$ cat src/rtl/mem_port_arbiter.sv
// Shares one memory port between fetch and data access; data wins ties. Optional MEM_TIMEOUT_EN adds a wait timeout.
// Latency: strobe one cycle after the request is sampled, done one cycle after ready/ack (2 cycles minimum).
// Backpressure: requesters hold req until their done pulse; strobes are held until memory answers (or times out).
module mem_port_arbiter #(
    parameter int WORD_W      = 16,
    parameter int ADDR_W      = 16,
    parameter int TIMEOUT_CYC = 15
) (
    input  logic              clk,
    input  logic              reset_n,
    input  logic              if_req,
    input  logic [ADDR_W-1:0] if_addr,
    output logic [WORD_W-1:0] if_rdata,
    output logic              if_done,
    input  logic              d_req,
    input  logic              d_we,
    input  logic [ADDR_W-1:0] d_addr,
    input  logic [WORD_W-1:0] d_wdata,
    output logic [WORD_W-1:0] d_rdata,
    output logic              d_done,
    output logic              readM,
    output logic              writeM,
    output logic [ADDR_W-1:0] mem_addr,
    output logic [WORD_W-1:0] mem_wdata,
    input  logic [WORD_W-1:0] mem_rdata,
    input  logic              inputReady,
    input  logic              ackOutput,
    output logic              busy,
    output logic              err
);

    typedef enum logic [1:0] {IDLE, RD_WAIT, WR_WAIT, DONE} state_t;

    state_t            state_q, state_d;
    logic              owner_q, owner_d;
    logic              readm_q, readm_d;
    logic              writem_q, writem_d;
    logic [ADDR_W-1:0] addr_q, addr_d;
    logic [WORD_W-1:0] wdata_q, wdata_d;
    logic [WORD_W-1:0] if_rdata_q, if_rdata_d;
    logic [WORD_W-1:0] d_rdata_q, d_rdata_d;
    logic              if_done_q, if_done_d;
    logic              d_done_q, d_done_d;
    logic              busy_q, busy_d;
    logic              finish;

`ifdef MEM_TIMEOUT_EN
    localparam logic [7:0] TO_LIM = 8'(TIMEOUT_CYC);
    logic [7:0] cnt_q, cnt_d;
    logic [7:0] cnt_inc;
    logic       err_q, err_d;
    logic       to_hit;

    assign cnt_inc = cnt_q + 8'd1;
    assign to_hit  = (cnt_inc == TO_LIM);
`endif

    always_comb begin
        state_d    = state_q;
        owner_d    = owner_q;
        readm_d    = readm_q;
        writem_d   = writem_q;
        addr_d     = addr_q;
        wdata_d    = wdata_q;
        if_rdata_d = if_rdata_q;
        d_rdata_d  = d_rdata_q;
        if_done_d  = 1'b0;
        d_done_d   = 1'b0;
        finish     = 1'b0;
`ifdef MEM_TIMEOUT_EN
        cnt_d      = cnt_q;
        err_d      = err_q;
`endif
        case (state_q)
            IDLE: begin
                if (d_req) begin
                    owner_d = 1'b1;
                    addr_d  = d_addr;
                    wdata_d = d_wdata;
                    if (d_we) begin
                        writem_d = 1'b1;
                        state_d  = WR_WAIT;
                    end else begin
                        readm_d = 1'b1;
                        state_d = RD_WAIT;
                    end
`ifdef MEM_TIMEOUT_EN
                    cnt_d = 8'd0;
`endif
                end else if (if_req) begin
                    owner_d = 1'b0;
                    addr_d  = if_addr;
                    readm_d = 1'b1;
                    state_d = RD_WAIT;
`ifdef MEM_TIMEOUT_EN
                    cnt_d = 8'd0;
`endif
                end
            end
            RD_WAIT: begin
                if (inputReady) begin
                    if (owner_q) d_rdata_d  = mem_rdata;
                    else         if_rdata_d = mem_rdata;
                    readm_d = 1'b0;
                    finish  = 1'b1;
                end
`ifdef MEM_TIMEOUT_EN
                else if (to_hit) begin
                    readm_d = 1'b0;
                    err_d   = 1'b1;
                    finish  = 1'b1;
                end else begin
                    cnt_d = cnt_inc;
                end
`endif
            end
            WR_WAIT: begin
                if (ackOutput) begin
                    writem_d = 1'b0;
                    finish   = 1'b1;
                end
`ifdef MEM_TIMEOUT_EN
                else if (to_hit) begin
                    writem_d = 1'b0;
                    err_d    = 1'b1;
                    finish   = 1'b1;
                end else begin
                    cnt_d = cnt_inc;
                end
`endif
            end
            DONE: begin
                state_d = IDLE;
            end
            default: begin
                state_d = IDLE;
            end
        endcase
        // Done is raised on the same edge the FSM enters DONE, so it lasts exactly that one state.
        if (finish) begin
            state_d   = DONE;
            if_done_d = ~owner_q;
            d_done_d  = owner_q;
        end
        busy_d = (state_d != IDLE);
    end

    always_ff @(posedge clk or negedge reset_n) begin
        if (!reset_n) begin
            state_q    <= IDLE;
            owner_q    <= 1'b0;
            readm_q    <= 1'b0;
            writem_q   <= 1'b0;
            addr_q     <= '0;
            wdata_q    <= '0;
            if_rdata_q <= '0;
            d_rdata_q  <= '0;
            if_done_q  <= 1'b0;
            d_done_q   <= 1'b0;
            busy_q     <= 1'b0;
        end else begin
            state_q    <= state_d;
            owner_q    <= owner_d;
            readm_q    <= readm_d;
            writem_q   <= writem_d;
            addr_q     <= addr_d;
            wdata_q    <= wdata_d;
            if_rdata_q <= if_rdata_d;
            d_rdata_q  <= d_rdata_d;
            if_done_q  <= if_done_d;
            d_done_q   <= d_done_d;
            busy_q     <= busy_d;
        end
    end

`ifdef MEM_TIMEOUT_EN
    always_ff @(posedge clk or negedge reset_n) begin
        if (!reset_n) begin
            cnt_q <= 8'd0;
            err_q <= 1'b0;
        end else begin
            cnt_q <= cnt_d;
            err_q <= err_d;
        end
    end

    assign err = err_q;
`else
    assign err = 1'b0;
`endif

    assign readM     = readm_q;
    assign writeM    = writem_q;
    assign mem_addr  = addr_q;
    assign mem_wdata = wdata_q;
    assign if_rdata  = if_rdata_q;
    assign d_rdata   = d_rdata_q;
    assign if_done   = if_done_q;
    assign d_done    = d_done_q;
    assign busy      = busy_q;

endmodule
$ cat config.mk
export PLATFORM = sky130hd
export DESIGN_NAME = mem_port_arbiter
export DESIGN_NICKNAME = d
export VERILOG_FILES = /design/src/rtl/mem_port_arbiter.sv
export SDC_FILE = /design/constraint.sdc
export NUM_CORES = 1
export LEC_CHECK = 0
export CAP_MARGIN = 0
export CORE_MARGIN = 2
export CORE_UTILIZATION = 44
export DETAILED_ROUTE_END_ITERATION = 8
export PLACE_DENSITY = 0.95
export SLEW_MARGIN = 20
export SYNTH_ARGS = -nofsm -noshare
export SYNTH_HDL_FRONTEND = slang
export SYNTH_SLANG_ARGS = --single-unit
$ cat constraint.sdc
create_clock -name clk -period 4.7 [get_ports clk]
set_clock_uncertainty 0.15 [all_clocks]
set_input_delay 0.47 -clock clk [delete_from_list [all_inputs] [get_ports clk]]
set_output_delay 0.47 -clock clk [all_outputs]
set_load 0.02 [all_outputs]
### Word-level counts from Yosys, hierarchy flattened

Index checks and enable logic that the tools add are counted.
W data, S select, Z words.

| storage, ports and cells | value |
|---|---|
| register bits | 72 |
| bits of input ports | 71 |
| output and inout port bits | 70 |

| operators by class | value |
|---|---|
| equal/unequal tests | 9 |
| mux-type cells | 23 |
| bitwise gates (word level) | 1 |
| reductions and logical operators | 11 |

Operator list:

| cell | number |
|---|---|
| $mux W16 | 2 |
| $mux W1 | 13 |
| $mux W2 | 4 |
| $ne A2 B2 Y1 const B | 4 |
| $reduce_and A4 Y1 | 2 |
| $reduce_bool A2 Y1 | 4 |
| $ne A3 B3 Y1 const B | 2 |
| $pmux W1 S2 | 3 |
| $reduce_and A3 Y1 | 2 |
| $eq A2 B2 Y1 const B | 2 |
| $pmux W2 S2 | 1 |
| $reduce_and A2 Y1 | 2 |
| $eq A2 B1 Y1 const B | 1 |
| $logic_not A2 Y1 | 1 |
| $not A1 Y1 | 1 |

### Longest topological paths before layout

| depth | value |
|---|---|
| depth after elaboration | 5 |
| gate-level depth with buffers | 7 |
| mapped depth without buffers | 6 |

### Least setup slack after synthesis

OpenSTA, ideal clock, no wires.

| timing | value |
|---|---|
| kind | register to register |
| from | reg state_q[0] |
| to | reg busy_q, in the netlist busy |
| arrival | 1333 ps |
| slack | 3089 ps |
| cell stages (with the launch flop) | 8 |
| path buffers | 1 |
| clock period less this slack | 1611 ps |
| cells stage by stage | dfrtp_1 inv_1 ha_1 buf_6 a21boi_0 nor2_1 o21ai_1 or2_2 |

| on the way | value |
|---|---|
| cells in the longest elaborated chain, start to end | 5 |
| elaborated cells on any way between the ends | 10 |
| those cells by class | 3 x eq/ne; 5 x mux; 2 x reduce/logical |

RTL lines:

| what | RTL line | RTL |
|---|---|---|
| start: declaration | 34 | `state_t state_q, state_d;` |
| start signal: assignment | 162 | `state_q <= state_d;` |
| $mux W2 | 90 | `end else if (if_req) begin` |
| $mux W2 | 76 | `if (d_req) begin` |
| $pmux W2 S2 | 74 | `case (state_q)` |
| $mux W2 (*) | 140 | `if (finish) begin` |
| via state_d[0] | 34 |  |
| $reduce_bool A2 Y1 (*) | 145 | `busy_d = (state_d != IDLE);` |
| via busy_d | 44 | `logic busy_q, busy_d;` |
| end signal: assignment | 172 | `busy_q <= busy_d;` |
| end: declaration | 44 |  |

Mark *: on every way through the listed nets, which the timed path passes. The rest lies on a longest branch.
A chain may end at the register's enable or synchronous reset.

### Worst setup path after layout

| timing | value |
|---|---|
| from | in d_req |
| to | reg addr_q[4], in the netlist mem_addr[4] |

| on the way | value |
|---|---|
| cells in the longest elaborated chain, start to end | 2 |
| elaborated cells on any way between the ends | 3 |
| those cells by class | 1 x mux; 2 x reduce/logical |

RTL lines:

| what | RTL line | RTL |
|---|---|---|
| start: declaration | 15 | `input logic d_req,` |
| $reduce_bool A2 Y1 (no line) | - |  |
| $reduce_and A2 Y1 (no line) | - |  |
| end signal: assignment | 166 | `addr_q <= addr_d;` |
| end: declaration | 38 | `logic [ADDR_W-1:0] addr_q, addr_d;` |

Several ways; a longest one is shown, not always the timed one.

==> summary.txt <==
Finish
  – Final std cells w/o fill: 447
  – Nets: 438
  – Antenna diodes: 0
  – Area Growth Syn to Fin: 53.24%
  – Share of layout cells above drive strength 1: 19.62%
  – Fill count: 469

Synth
  – Synthesized area: 3048 sq um
  – Post-synthesis xor/xnor area fraction: 0%
  – Synth Area in Compound Gates: 5.378%
  – Syn nets: 296
  – Syn_area_per_cell: 13.85 sq um
  – Yosys reg bits: 72
  – Largest family of logic cells by synthesized area: multiplexers
  – Sequential-to-total area share from yosys stat: 59.11%
  – Mapped Cells: 220
  – Post-Synth Simple-Gate Area: 5.049%
  – Number of synthesis warnings: 0
  – Synth Area in Adders: 2.053%
  – Fraction of synthesized area in multiplexers: 24.75%
  – Synth unique cells: 26

STA
  – Fin crit period: 2.168 ns
  – Sum of negative setup slack: 0 ns
  – Fmax: 461.2 MHz
  – Worst Max-Slew Pin Slew: 0.9789 ns
  – Crit path setup slack, layout: 2.532 ns
  – Final Hold Viols: 0
  – Relative slew slack: 34.73%
  – Crit share post-route: 46.14%
  – Max Slew Vio Count: 0
  – RSZ-0062 raised after global routing: no
  – Setup violators final: 0

Worst setup path
  – Critical path required time: 4.70 ns
  – CP Launch Type: input port
  – Reg2reg start: state_q[0]
  – Crit-path max FO: 33
  – WS Path Type: input port to flip-flop
  – Arrival time at the worst endpoint: 2.17 ns
  – Crit end category: flip-flop
  – Start point of the critical path: d_req

CTS
  – Clk_lat worst skew: 0.32 ns
  – Hold bufs inserted after CTS: 0
  – Gates resized, CTS repair: 0
  – Clk slew on worst S/H paths: 0.07 ns
  – Total CTS buffers: 9
  – H-tree levels: 3
  – Sink Count: 72
  – Post-CTS setup buffer count: 0
  – CTS tree: yes
  – Root buffer cell: clkbuf_8
  – Clk buf depth: 2

Detailed routing
  – Vias/cell: 4.843
  – Drt wl/cell: 15.21 um
  – Final wirelength: 6.798 mm
  – Drt drc: 0
  – ANT nets after route: 0
  – Routed vias: 2,165
  – First-pass detailed-route iteration total: 4
  – Starting DRT DRC Count: 48

Pwr
  – Power density cells: 698.2 nW/um^2
  – Total Power: 3.261 mW
  – Switching power: 1.182 mW
  – IR drop worst, VDD: 358.9 uV
  – Combinational share of power: 51.2%
  – Pleak: 2.057 nW
  – Cell internal pwr: 2.079 mW
  – Clock network fraction of total power: 15.0%
  – Sw Ratio: 36.24%
  – Sequential Power Share: 33.8%

Placed design
  – Final RePlAce weighted congestion: 0.8185
  – I/O Buffers: 139
  – DP Wirelength: 5.148 mm
  – Placed cell count: 431
  – Post-place setup slack: 2.167 ns

Run
  – Count of max-cap constraint violations: 0

Die
  – Row count: 30
  – IO Count: 141
  – Die ar.: 7609 sq um
  – Die Wd: 87.23 um
  – Starting density of the core: 45.11%
  – CORE AREA: 6756 sq um
  – Die Height: 87.23 um

Global routing
  – GRT Total Usage: 18.72%
  – M3 GR Usage: 4.455%
  – GR Overflow Total: 0
  – Initial antenna violation count: 0
  – First-pass GRT wire length: 11.00 mm
  – Met1 usage: 22.82%
  – Met2 Use GR: 31.92%
  – Pin count of the biggest net entering global routing: 73
  – GRT busiest layer: met2
  – Vias in the first global route: 2,302

Hold path
  – HP Class: input port to asynchronous set/reset pin

Outcome
  – Outcome: finished, final reports clean
==> cell families (layout without fill, tap and decap cells) <==
logic type | Yosys count | after routing
compound gates | 29 | 29
fa+ha+maj | 5 | 5
buf+inv | 15 | 162
flops | 72 | 72
mux | 66 | 66
other cells | 1 | 1
simple gates | 32 | 32
==> sequential cells by signal (all words and copies together), names as in the netlist <==
| name | cells |
|---|---|
| d_rdata | 16 |
| if_rdata | 16 |
| mem_addr | 16 |
| mem_wdata | 16 |
| state_q | 2 |
| busy | 1 |
| d_done | 1 |
| if_done | 1 |
| owner_q | 1 |
| readM | 1 |
| writeM | 1 |
==> through the flow <==
stage,instance area [sq um],hold slack [ns],utilization (%)
floorplan,3048,0.02441,-
global placement,4464,0.3120,66.07
detailed placement,4464,0.3191,66.07
CTS,4671,0.2285,69.13
global route,4671,0.2860,69.13
finish,4671,0.1975,69.13
==> cells in the final DEF (no fill, tap or decap) <==
cell type,count
clkdlybuf4s50_1,138
dfrtp_1,72
mux2_2,39
nand2_1,23
mux2i_1,18
o21ai_0,17
clkbuf_8,11
mux2_4,9
inv_1,5
ha_1,5
nor2_1,4
a21oi_1,3
nand3_2,2
o22ai_1,2
clkinvlp_4,2
clkinv_2,2
buf_4,2
o21a_1,1
a21boi_0,1
a22o_1,1
o21ai_1,1
nand2_8,1
o32ai_1,1
nand2b_1,1
or2_2,1
o21ai_2,1
o22a_1,1
conb_1,1
bufinv_16,1
buf_2,1
==> final timing paths <==
| path | to | slack (ns) | cells past startpoint |
|---|---|---|---|
| hold / removal | mem_wdata[5] | 0.20 | 2 |
| setup / recovery | mem_addr[4] | 2.53 | 4 |
| setup reg to reg | mem_addr[4] | 2.72 | 5 |
| max in group asynchronous | busy | 3.63 | 2 |
| hold reg to reg | mem_addr[8] | 0.33 | 2 |
| min in group clk | mem_addr[8] | 0.33 | 2 |
==> synth_stat cells, drive strengths merged <==
library cell / instances / area share [%]
nor2: 4 / 0.49
or2: 1 / 0.21
mux2: 48 / 19
o32ai: 1 / 0.29
clkbuf: 1 / 0.12
mux2i: 18 / 5.9
dfrtp: 72 / 59
nand2b: 1 / 0.21
buf: 9 / 2.8
nand2: 24 / 3.5
a22o: 1 / 0.29
a21oi: 3 / 0.49
a21boi: 1 / 0.25
nand3: 2 / 0.66
o22ai: 2 / 0.41
o21ai: 19 / 3.1
inv: 5 / 0.62
o22a: 1 / 0.29
ha: 5 / 2.1
o21a: 1 / 0.25
conb: 1 / 0.12
==> power by group through the flow <==
stage | Combinational [mW] | Sequential, mW | Clock (mW)
after global placement | 1.64 | 1.09 | 0
final | 1.67 | 1.10 | 0.489
after floorplan | 0.563 | 1.46 | 0
after global routing | 1.79 | 1.14 | 0.533
after detailed placement | 1.68 | 1.11 | 0
after CTS | 1.69 | 1.10 | 0.503
==> layer usage <==
metal  wire, um  up-vias
li1           -     1048
met1       2729     1038
met2       3650       73
met3        351        6
met4         67        0
met5          0        -
==> critical path, cell delays in order <==
cell and delay, ns:
clkdlybuf4s50_1 0.39, buf_4 0.24, o21ai_2 0.81, o21ai_0 0.24
==> final cells by class <==
class                           instances  area (sq um)  share of cell area (%)
Sequential cell                        72          1802                   38.57
Timing Repair Buffer                  141          1401                   30.00
Multi-Input combinational cell        133          1142                   24.46
Clock buffer                           11         151.4                   3.241
Tap cell                               80         100.1                   2.143
Clock inverter                          5         55.05                   1.179
Inverter                                5         18.77                  0.4018
Power figures use the tool's default switching activity.
